===== src/rtl/coax_pkg.sv =====
// Shared definitions for the SPI command sequencer that fronts the buffered coax receiver.
package coax_pkg;

   localparam logic [7:0] CMD_READ_STATUS = 8'h01;
   localparam logic [7:0] CMD_RX_RESET    = 8'h02;
   localparam logic [7:0] CMD_READ_RX     = 8'h04;

   localparam logic [7:0] EMPTY_MARKER = 8'h80;

   localparam int STATUS_ACTIVE_BIT = 0;
   localparam int STATUS_ERROR_BIT  = 1;
   localparam int STATUS_EMPTY_BIT  = 2;

   typedef enum logic [2:0] {
      IDLE,
      COMMAND,
      STATUS,
      RESET_PULSE,
      READ_HI,
      READ_LO,
      DISCARD
   } state_t;

   function automatic logic [7:0] packStatus(input logic [2:0] version,
                                             input logic       empty,
                                             input logic       error,
                                             input logic       active);
      logic [7:0] b;
      b                    = 8'h00;
      b[7:5]               = version;
      b[STATUS_EMPTY_BIT]  = empty;
      b[STATUS_ERROR_BIT]  = error;
      b[STATUS_ACTIVE_BIT] = active;
      return b;
   endfunction

endpackage


===== src/rtl/spi_rx_controller.sv =====
// Decodes the first SPI byte of a transaction as a command and answers with receiver
// status, a timed receiver reset, or a stream of FIFO words sent as high/low byte pairs.
module spi_rx_controller #(
   parameter int unsigned RX_RESET_CYCLES = 4,
   parameter logic [2:0]  STATUS_VERSION  = 3'b001
) (
   input  logic       clk,
   input  logic       reset,
   input  logic       spi_cs,
   input  logic [7:0] spi_rx_data,
   input  logic       spi_rx_strobe,
   output logic [7:0] spi_tx_data,
   output logic       spi_tx_strobe,
   output logic       rx_reset,
   input  logic       rx_active,
   input  logic       rx_error,
   input  logic [9:0] rx_data,
   output logic       rx_read_strobe,
   input  logic       rx_empty
);
   import coax_pkg::*;

   localparam logic [3:0] PULSE_LAST = 4'(RX_RESET_CYCLES - 1);

   state_t     r_state;
   state_t     w_nextState;
   logic [7:0] r_txData;
   logic [7:0] w_txData;
   logic       r_txStrobe;
   logic       w_txStrobe;
   logic       r_rxReset;
   logic       w_rxReset;
   logic       r_readStrobe;
   logic       w_readStrobe;
   logic [9:0] r_word;
   logic [9:0] w_word;
   logic [3:0] r_count;
   logic [3:0] w_count;
   logic       w_hiLoad;
   logic [7:0] w_status;

   assign w_status = packStatus(STATUS_VERSION, rx_empty, rx_error, rx_active);

   // Every response is computed here and registered, so it appears one cycle after its strobe.
   always_comb begin
      w_nextState  = r_state;
      w_txData     = r_txData;
      w_txStrobe   = 1'b0;
      w_rxReset    = 1'b0;
      w_readStrobe = 1'b0;
      w_word       = r_word;
      w_count      = r_count;
      w_hiLoad     = 1'b0;

      case (r_state)
         IDLE: begin
            if (!spi_cs) begin
               w_nextState = COMMAND;
            end
         end

         COMMAND: begin
            if (spi_cs) begin
               w_nextState = IDLE;
            end else if (spi_rx_strobe) begin
               w_txStrobe = 1'b1;
               case (spi_rx_data)
                  CMD_READ_STATUS: begin
                     w_txData    = w_status;
                     w_nextState = STATUS;
                  end
                  CMD_RX_RESET: begin
                     w_txData    = 8'h00;
                     w_rxReset   = 1'b1;
                     w_count     = PULSE_LAST;
                     w_nextState = RESET_PULSE;
                  end
                  CMD_READ_RX: begin
                     w_hiLoad = 1'b1;
                  end
                  default: begin
                     w_txData    = 8'h00;
                     w_nextState = DISCARD;
                  end
               endcase
            end
         end

         STATUS: begin
            if (spi_cs) begin
               w_nextState = IDLE;
            end else if (spi_rx_strobe) begin
               w_txStrobe = 1'b1;
               w_txData   = w_status;
            end
         end

         // The pulse runs to completion regardless of chip select; only bytes need cs low.
         RESET_PULSE: begin
            w_rxReset = 1'b1;
            if (r_count == 4'd0) begin
               w_rxReset   = 1'b0;
               w_nextState = spi_cs ? IDLE : DISCARD;
            end else begin
               w_count = r_count - 4'd1;
            end
            if (!spi_cs && spi_rx_strobe) begin
               w_txStrobe = 1'b1;
               w_txData   = 8'h00;
            end
         end

         READ_HI: begin
            if (spi_cs) begin
               w_nextState = IDLE;
            end else if (spi_rx_strobe) begin
               w_hiLoad = 1'b1;
            end
         end

         READ_LO: begin
            if (spi_cs) begin
               w_nextState = IDLE;
            end else if (spi_rx_strobe) begin
               w_txStrobe  = 1'b1;
               w_txData    = r_word[7:0];
               w_nextState = READ_HI;
            end
         end

         DISCARD: begin
            if (spi_cs) begin
               w_nextState = IDLE;
            end else if (spi_rx_strobe) begin
               w_txStrobe = 1'b1;
               w_txData   = 8'h00;
            end
         end

         default: begin
            w_nextState = IDLE;
         end
      endcase

      // High-byte slot is shared by the READ_RX command byte and every later even byte.
      if (w_hiLoad) begin
         w_txStrobe  = 1'b1;
         w_nextState = READ_LO;
         if (!rx_empty) begin
            w_word       = rx_data;
            w_txData     = {6'b000000, rx_data[9:8]};
            w_readStrobe = 1'b1;
         end else begin
            w_word   = 10'h000;
            w_txData = EMPTY_MARKER;
         end
      end
   end

   // State and registered outputs; reset also cuts short any reset pulse in flight.
   always_ff @(posedge clk) begin
      if (reset) begin
         r_state      <= IDLE;
         r_txData     <= 8'h00;
         r_txStrobe   <= 1'b0;
         r_rxReset    <= 1'b0;
         r_readStrobe <= 1'b0;
         r_word       <= 10'h000;
         r_count      <= 4'd0;
      end else begin
         r_state      <= w_nextState;
         r_txData     <= w_txData;
         r_txStrobe   <= w_txStrobe;
         r_rxReset    <= w_rxReset;
         r_readStrobe <= w_readStrobe;
         r_word       <= w_word;
         r_count      <= w_count;
      end
   end

   assign spi_tx_data    = r_txData;
   assign spi_tx_strobe  = r_txStrobe;
   assign rx_reset       = r_rxReset;
   assign rx_read_strobe = r_readStrobe;

endmodule

===== config.mk =====
export PLATFORM = sky130hd
export DESIGN_NAME = spi_rx_controller
export DESIGN_NICKNAME = d
export VERILOG_FILES = /design/src/rtl/coax_pkg.sv /design/src/rtl/spi_rx_controller.sv
export SDC_FILE = /design/constraint.sdc
export NUM_CORES = 1
export LEC_CHECK = 0
export BUFFER_PORTS_ARGS = -buffer_cell sky130_fd_sc_hd__buf_2
export CAP_MARGIN = 20
export CORE_MARGIN = 3
export CORE_UTILIZATION = 35
export CTS_CLUSTER_DIAMETER = 120
export DETAILED_ROUTE_END_ITERATION = 6
export SLEW_MARGIN = 20
export SYNTH_ARGS = -nofsm -noshare
export SYNTH_HDL_FRONTEND = slang
export SYNTH_SLANG_ARGS = --single-unit
export TNS_END_PERCENT = 20

===== constraint.sdc =====
create_clock -name clk -period 6.89 [get_ports clk]
set_input_delay 0.689 -clock clk [delete_from_list [all_inputs] [get_ports clk]]
set_output_delay 0.689 -clock clk [all_outputs]
set_load 0.005 [all_outputs]

==> results of run 1 <==
## layer usage
| layer | vias to the layer above | track usage |
|---|---|---|
| met5 | - | 0 |
| met3 | 4 | 0.0270 |
| met4 | 0 | 0.0313 |
| met2 | 42 | 0.236 |
| met1 | 652 | 0.213 |
| li1 | 699 | - |
## cell families (layout without fill, tap and decap cells)
| group | after synthesis | count (layout) | share of synthesized area |
|---|---|---|---|
| muxes | 1 | 1 | 0.00679 |
| xor gates and xnor gates | 1 | 1 | 0.00594 |
| and+or+nand+nor | 68 | 68 | 0.256 |
| AOI/OAI and AO/OA | 55 | 55 | 0.284 |
| DFF | 26 | 26 | 0.353 |
| adders and majority gates | 6 | 6 | 0.0509 |
| buffers and inverters | 17 | 45 | 0.0441 |
## cells in the mapped netlist (all sizes together), types with 6 or more instances
cell type / number / area, µm²
ha: 6 / 75.1
o21ai: 7 / 35.0
inv: 7 / 26.3
dfxtp: 26 / 521
nor2: 13 / 48.8
clkbuf: 8 / 30.0
nor2b: 6 / 37.5
nand2: 15 / 56.3
nand2b: 6 / 37.5
nor3: 6 / 30.0
nand3b: 9 / 67.6
a21oi: 15 / 75.1
## cells in the final DEF (no fill, tap or decap), types with 2 or more instances in the layout
cell type	n
clkbuf_8	3
o31ai_1	2
o41ai_1	2
buf_2	35
ha_1	6
nand2b_1	6
inv_1	7
a31oi_1	4
a221oi_1	3
nand3_1	2
a21oi_1	15
a31o_2	2
nand2_1	15
o21ai_0	6
dfxtp_1	26
or4_4	2
a211o_1	2
nor2b_1	6
nor3_1	6
a32o_1	4
nand3b_1	9
a211oi_1	3
nor2_1	13
nor3b_1	2
a22oi_1	3
## power by group through the flow
stage	registers [µW]	logic, µW	clock network (µW)
floorplan	173	132	0
global placement	185	155	0
detailed placement	186	156	0
CTS	182	158	87.5
global route	185	179	93.0
finish	182	159	83.4
## per-stage QoR
stage	cell area [µm²]	hold slack, ns
floorplan	1470	0.432
global placement	1670	0.440
detailed placement	1670	0.448
CTS	1710	0.459
global route	1710	0.494
finish	1710	0.457
## worst paths after layout
kind               from             end  slack (ns)  depth (start not counted)
min           r_word[2]       r_word[2]        0.46                          2
max          r_state[1]  spi_tx_data[7]        4.21                          7
max reg2reg  r_state[1]  spi_tx_data[7]        4.21                          7
min reg2reg   r_word[2]       r_word[2]        0.46                          2
## sequential cells by signal, summed over array words and instances, names as in the netlist
| name | count |
|---|---|
| spi_tx_data | 8 |
| r_state | 3 |
| spi_tx_strobe | 1 |
| rx_reset | 1 |
| r_word | 8 |
| rx_read_strobe | 1 |
| r_count | 4 |
## tightest hold or removal path, delay by kind of cell, from the launching register on
family,cells,cell delay [ns]
AND/OR/NAND/NOR,1,0.05
AO/OA/AOI/OAI,1,0.05
flip-flops,1,0.32
## area by class of cell
cell class,instances,share of cell area
flip-flops and latches,26,0.304
repair buffers,35,0.102
well taps,48,0.0351
inverters,7,0.0154
clock buffers,3,0.0241
multi-input cells,131,0.519
==> metrics.csv, run 1 <==
metric,value,unit
status,"complete, no violations",
ys_seq_elements,26,
synthArstFlopShare,0,
postRouteAntennaNets,0,
num_vias,1397,
area_growth,16.1,%
fin_util,0.444,
seqCellArea,520,µm²
setup_viol,0,
synthesis.area,0.00147,mm²
setup_ws,4.21,ns
critPathLaunchType,flip-flop,
layout.cells.non_filler,250,
grt_start_max_net_pins,32,
core,0.00385,mm²
synth-edff-count,0,
ys.flop_type,dfxtp_1,
die_x,70.9,µm
syn_nets,205,
drt_iter0_markers,83,
end_kind,flip-flop,
clk_pin_slew,0.09,ns
sw_frac_of_total,0.375,
slew_headroom,0.524,
numCtsBuffers,3,
viasPerCell,5.59,
hpwl,2650,µm
synthCells,174,
tightest_slew,0.713,ns
insertion_delay,0.26,ns
first_global_vias,1328,
multiInputGateArea,888,µm²
grt_pass1_wl,6310,µm
path_cells,"inv_1, ha_1, inv_1, o41ai_4, and2_1, a221oi_1, nor3_1",
hold_buffers,0,
grt_overflow,0,
std_cell_rows,22,
postSynthAreaPerCell,8.47,µm²
pwr-share-comb,0.374,
hold_viol,0,
pin_count,36,
io_buffers,35,
finalClockSkew,0.00133,ns
max_freq,373,MHz
clockPowerShare,0.197,
fillers,393,
peakVddDrop,0.0896,mV
cp.required,7.08,ns
wl_met1,1770,µm
clockBufferDepth,2,
crit_top_cell,inv_1,
grt_usage,0.149,
critPathKind,reg -> reg,
die_area,0.00503,mm²
pre_cts_slack,4.00,ns
ys_seq_area_frac,0.353,
min_period,2.68,ns
initial_core_util,0.382,
post_cts_buffers,0,
post-route-drc-count,0,
antenna_found_initial,0,
power.internal,265,µW
cts_tree,done,
critPathSlowestCell,ha_1,
dr_wl_met3,176,µm
postRouteWirelength,3630,µm
yosysWarnings,0,
cts_resized,0,
rsz0062_at_grt,false,
antennaDiodeCount,0,
synth_cell_types,44,
dr_wl_met2,1650,µm
highest_layer,met4,
tns,0,ns
powerDensity,248,mW/mm²
fin_total_pwr,424,µW
die_h,70.9,µm
cts_root_buf,clkbuf_8,
slew_viol_final,0,
cts_sinks,26,
max_stage_delay,0.60,ns
switchingPower,159,µW
gp_congestion,0.846,
critPathTopFamily,compound AO/OA/AOI/OAI gates,
final_nets,235,
dp_cells,247,
cp.arrival,2.87,ns
hold_path_class,reg -> reg,
h-tree-depth,1,
drive_above_1_share,0.233,
maxCapViolations,0,
crit_buf_inv,2,
worst-path-max-fanout,18,
dr.pass1.iters,6,
p_leak,0.000662,µW
period_share,0.389,
pwr-share-seq,0.429,
wl_per_cell,14.5,µm
(Power assumes the default switching activity.)
==> run 2, diff against run 1 <==
clock period = 2.33 ns   (was 6.89 ns; I/O delays follow)
==> run 2 against run 1 <==
Compared with the run above:
- sequential share of layout area decreased by 1.5 points
- sequential cell count is the same
- clock-buffer cell count increased by 1
- global-route usage is 1.4 points higher
- fmax is 25% higher
- wire length is 5.1% higher
- cell count is 4.4% higher
- combinational power grew to 3.5 times the previous value
==> metrics.csv, run 2 (same netlist as run 1, synthesis figures left out) <==
metric,value,unit
critPathLaunchType,flip-flop,
final_cell_mix,"buf_2, dfxtp_1, nand2_1, a21oi_1, nor2_1",
cp.required,2.51,ns
period_share,0.922,
slew_headroom,0.644,
critPathTopFamily,compound AO/OA/AOI/OAI gates,
core,0.00385,mm²
seqCellArea,520,µm²
min_path_cells,3,
tightest_slew,0.535,ns
h-tree-depth,1,
path_cells,"inv_1, ha_1, inv_1, o41ai_4, and2_1, buf_4, a21oi_1, o22ai_1",
worst-path-max-fanout,9,
cts_resized,0,
reg2reg_depth,8,
tns,0,ns
die_area,0.00503,mm²
min_period,2.15,ns
fillers,400,
cts_root_buf,clkbuf_8,
final_common_cell,buf_2,
hold_path_class,in -> reg,
gp_congestion,0.859,
power.internal,863,µW
peakVddDrop,0.349,mV
max_freq,465,MHz
drive_above_1_share,0.272,
sw_frac_of_total,0.371,
io_buffers,35,
initial_core_util,0.382,
wl_per_cell,14.6,µm
dr.pass1.iters,4,
rr_startpoint,r_state[1],
cts_sinks,26,
setup_viol,0,
crit_top_cell,inv_1,
num_vias,1475,
hold_viol,0,
numCtsBuffers,3,
grt_usage,0.163,
area_growth,22.2,%
p_leak,0.000720,µW
postRouteAntennaNets,0,
cts_tree,done,
slew_viol_final,0,
clockPowerShare,0.216,
cp.arrival,2.33,ns
min_from,rx_data[6],
multiInputGateArea,888,µm²
end_kind,flip-flop,
hpwl,2840,µm
post_cts_buffers,0,
insertion_delay,0.27,ns
die_h,70.9,µm
clk_pin_slew,0.09,ns
maxCapViolations,0,
die_x,70.9,µm
postRouteWirelength,3810,µm
worstReg2RegEnd,r_state[0],
powerDensity,762,mW/mm²
switchingPower,509,µW
final_nets,245,
fin_util,0.467,
rrSetupSlack,0.18,ns
grt_start_max_net_pins,32,
post-route-drc-count,0,
pin_count,36,
antennaDiodeCount,0,
grt_overflow,0,
status,"complete, no violations",
antenna_found_initial,0,
drt_iter0_markers,98,
std_cell_rows,22,
viasPerCell,5.65,
clockBufferDepth,2,
critPathKind,reg -> reg,
crit_buf_inv,3,
pwr-share-seq,0.380,
hold_buffers,0,
max_stage_delay,0.49,ns
grt_pass1_wl,6770,µm
min_to,r_word[6],
rsz0062_at_grt,false,
pwr-share-comb,0.404,
first_global_vias,1497,
critPathSlowestCell,o41ai_4,
finalClockSkew,0.00599,ns
run 2: cell types whose count changed in the layout (fill, tap and decap cells not counted):
cell | before | now
buf_4 | 0 | 10
clkbuf_8 | 3 | 4
run 2: how the worst max path moves through the flow:
| stage | start | depth (start not counted) | endpoint | slack, ns |
|---|---|---|---|---|
| final | r_state[1] | 8 | r_state[0] | 0.18 |
| after global routing | r_state[1] | 8 | r_word[5] | 0.002 |
| after CTS | r_state[1] | 8 | r_word[7] | 0.21 |
| after detailed placement | spi_rx_data[3] | 6 | r_count[2] | 0.003 |
| after global placement | spi_rx_data[3] | 6 | r_count[2] | 0.05 |
| after floorplan | spi_rx_data[3] | 5 | r_count[2] | 0.11 |
run 2: area by class of cell:
class                   instances  share of cell area
well taps                      48              0.0334
multi-input cells             131               0.493
inverters                       7              0.0146
clock buffers                   4              0.0306
flip-flops and latches         26               0.289
repair buffers                 45               0.139
run 2: metal layers:
| metal | part of all wire | GRT usage |
|---|---|---|
| met1 | 0.47 | 0.224 |
| met3 | 0.054 | 0.0256 |
| met5 | 0 | 0 |
| met4 | 0.012 | 0.0543 |
| met2 | 0.47 | 0.261 |
run 2: worst register-to-register path: stages (launching register included):
cell     delay, ns
dfxtp_1       0.35
inv_1         0.11
ha_1          0.35
inv_1         0.15
o41ai_4       0.49
and2_1        0.23
buf_4         0.16
a21oi_1       0.04
o22ai_1       0.18
run 2: power groups by stage:
stage | Clock (µW) | Sequential [µW] | Combinational (µW)
3_5_place_dp | 0 | 529 | 539
6_report | 296 | 521 | 555
4_1_cts | 300 | 520 | 547
2_1_floorplan | 0 | 511 | 390
3_3_place_gp | 0 | 526 | 536
5_1_grt | 323 | 524 | 621
run 2: metrics by stage:
| step | cell area [µm²] | setup WS, ns | power, µW | hold WS [ns] | cells |
|---|---|---|---|---|---|
| after global placement | 1750 | 0.0522 | 1060 | 0.438 | 257 |
| final | 1800 | 0.182 | 1370 | 0.222 | 261 |
| after floorplan | 1470 | 0.105 | 900 | 0.397 | 174 |
| after CTS | 1800 | 0.212 | 1370 | 0.220 | 261 |
| after detailed placement | 1750 | 0.00313 | 1070 | 0.447 | 257 |
| after global routing | 1800 | 0.00184 | 1470 | 0.234 | 261 |
==> run 3, diff against run 2 <==
SLEW_MARGIN = unset   (was 20)
clock period = 2 ns   (was 2.33 ns; I/O delays follow)
==> run 3 against run 2 <==
Compared with the run above:
- register-to-register slack is essentially flat
- non-clock buffer count is 6 higher
- die area did not move
- clock power about the same
- worst hold slack worse by 0.034 ns
- sequential share of layout area shrank 0.44 points
==> metrics.csv, run 3 (same netlist as run 1, synthesis figures left out) <==
metric,value,unit
path_cells,"buf_2, or4_4, or4_4, a2111oi_4, buf_4, o21bai_1, a31oi_1",
std_cell_rows,22,
dr.pass1.iters,4,
max_freq,521,MHz
whs,0.188,ns
post_dp_cell_area,0.00179,mm²
antennaDiodeCount,0,
min_period,1.92,ns
rrSetupSlack,0.17,ns
insertion_delay,0.27,ns
worst-path-max-fanout,5,
drt_iter0_markers,64,
first_global_vias,1466,
gp_congestion,0.936,
antenna_found_initial,0,
powerDensity,847,mW/mm²
drive_above_1_share,0.294,
post-route-drc-count,0,
peakVddDrop,0.302,mV
fin_total_pwr,1550,µW
post_cts_buffers,0,
max_stage_delay,0.52,ns
tightest_slew,0.565,ns
wl_per_cell,14.6,µm
finalInstanceArea,0.00183,mm²
grt_pass1_wl,6570,µm
rr_startpoint,r_state[1],
grt_start_max_net_pins,32,
reg2reg_depth,8,
hold_path_class,in -> reg,
cts_root_buf,clkbuf_8,
crit_cells,7,
seqCellArea,522,µm²
end_kind,flip-flop,
status,"complete, no violations",
critPathTopFamily,simple AND/OR/NAND/NOR gates,
critPathSlowestCell,or4_4,
core,0.00385,mm²
cts_sinks,26,
grt_overflow,0,
final_nets,251,
h-tree-depth,1,
area_growth,24.4,%
startpoint,spi_rx_data[3],
worstReg2RegEnd,r_word[1],
cts_tree,done,
die_area,0.00503,mm²
io_buffers,35,
pin_count,36,
rsz0062_at_grt,true,
cp.arrival,2.12,ns
die_x,70.9,µm
finalClockSkew,0.00559,ns
maxCapViolations,0,
cp.required,2.20,ns
initial_core_util,0.382,
slew_viol_final,0,
setup_viol,0,
postRouteWirelength,3890,µm
clockBufferDepth,2,
fillers,385,
crit_buf_inv,2,
clk_pin_slew,0.09,ns
num_vias,1454,
crit_top_cell,or4_4,
postRouteAntennaNets,0,
numCtsBuffers,3,
period_share,0.960,
final_cell_mix,"buf_2, dfxtp_1, buf_4",
grt_usage,0.156,
slew_headroom,0.623,
hold_viol,0,
viasPerCell,5.47,
hpwl,3000,µm
final_common_cell,buf_2,
critPathLaunchType,input port,
crit_end,r_count[0],
die_h,70.9,µm
multiInputGateArea,888,µm²
p_leak,0.000745,µW
critPathKind,in -> reg,
## run 3: timing repair
item,in CTS,in global routing
hold buffers,0,0
hold endpoints to repair,0,0
resized for setup,0,1
setup endpoints to repair,0,3
## run 3: routing by layer
layer / track usage / up-vias / wire, µm
met1: 0.202 / 674 / 1730
met3: 0.0270 / 4 / 228
met4: 0.0313 / 0 / 24
met5: 0 / - / 0
met2: 0.271 / 40 / 1900
li1: - / 736 / -
## run 3: area by class of cell
type,count,area share
Multi-Input combinational cell,131,0.485
Sequential cell,26,0.285
Timing Repair Buffer,51,0.161
Tap cell,48,0.0328
Clock buffer,3,0.0225
Inverter,7,0.0143
## run 3: through the flow
stage           util   TNS, ns  instances  setup slack [ns]
2_1_floorplan      -     -1.05        174            -0.138
3_3_place_gp   0.465     -1.04        263            -0.160
3_5_place_dp   0.465     -1.67        263            -0.225
4_1_cts        0.475         0        266            0.0715
5_1_grt        0.476  -0.00565        266          -0.00565
6_report       0.476         0        266            0.0792
## run 3: worst register-to-register path, delay by kind of cell (launching register included)
family                   cells  cell delay (ns)
flip-flops                   1             0.34
buffers and inverters        3             0.37
AO/OA/AOI/OAI                2             0.48
adder cells (fa/ha/maj)      1             0.19
AND/OR/NAND/NOR              2             0.33
## run 3: how the worst min path moves through the flow
stage	slack (ns)	depth (start not counted)	end	start
floorplan	0.36	2	r_word[0]	rx_data[0]
global placement	0.44	2	spi_tx_data[0]	spi_tx_data[0]
detailed placement	0.44	2	spi_tx_data[5]	spi_tx_data[5]
CTS	0.18	3	r_word[5]	rx_data[5]
global route	0.19	3	r_word[5]	rx_data[5]
finish	0.19	3	r_word[0]	rx_data[0]
## run 3: where the power goes
group	switching, µW	leakage [µW]	internal (µW)
clock network	164	0.0000216	135
registers	61.8	0.000210	561
logic	352	0.000513	279
total	577	0.000745	975
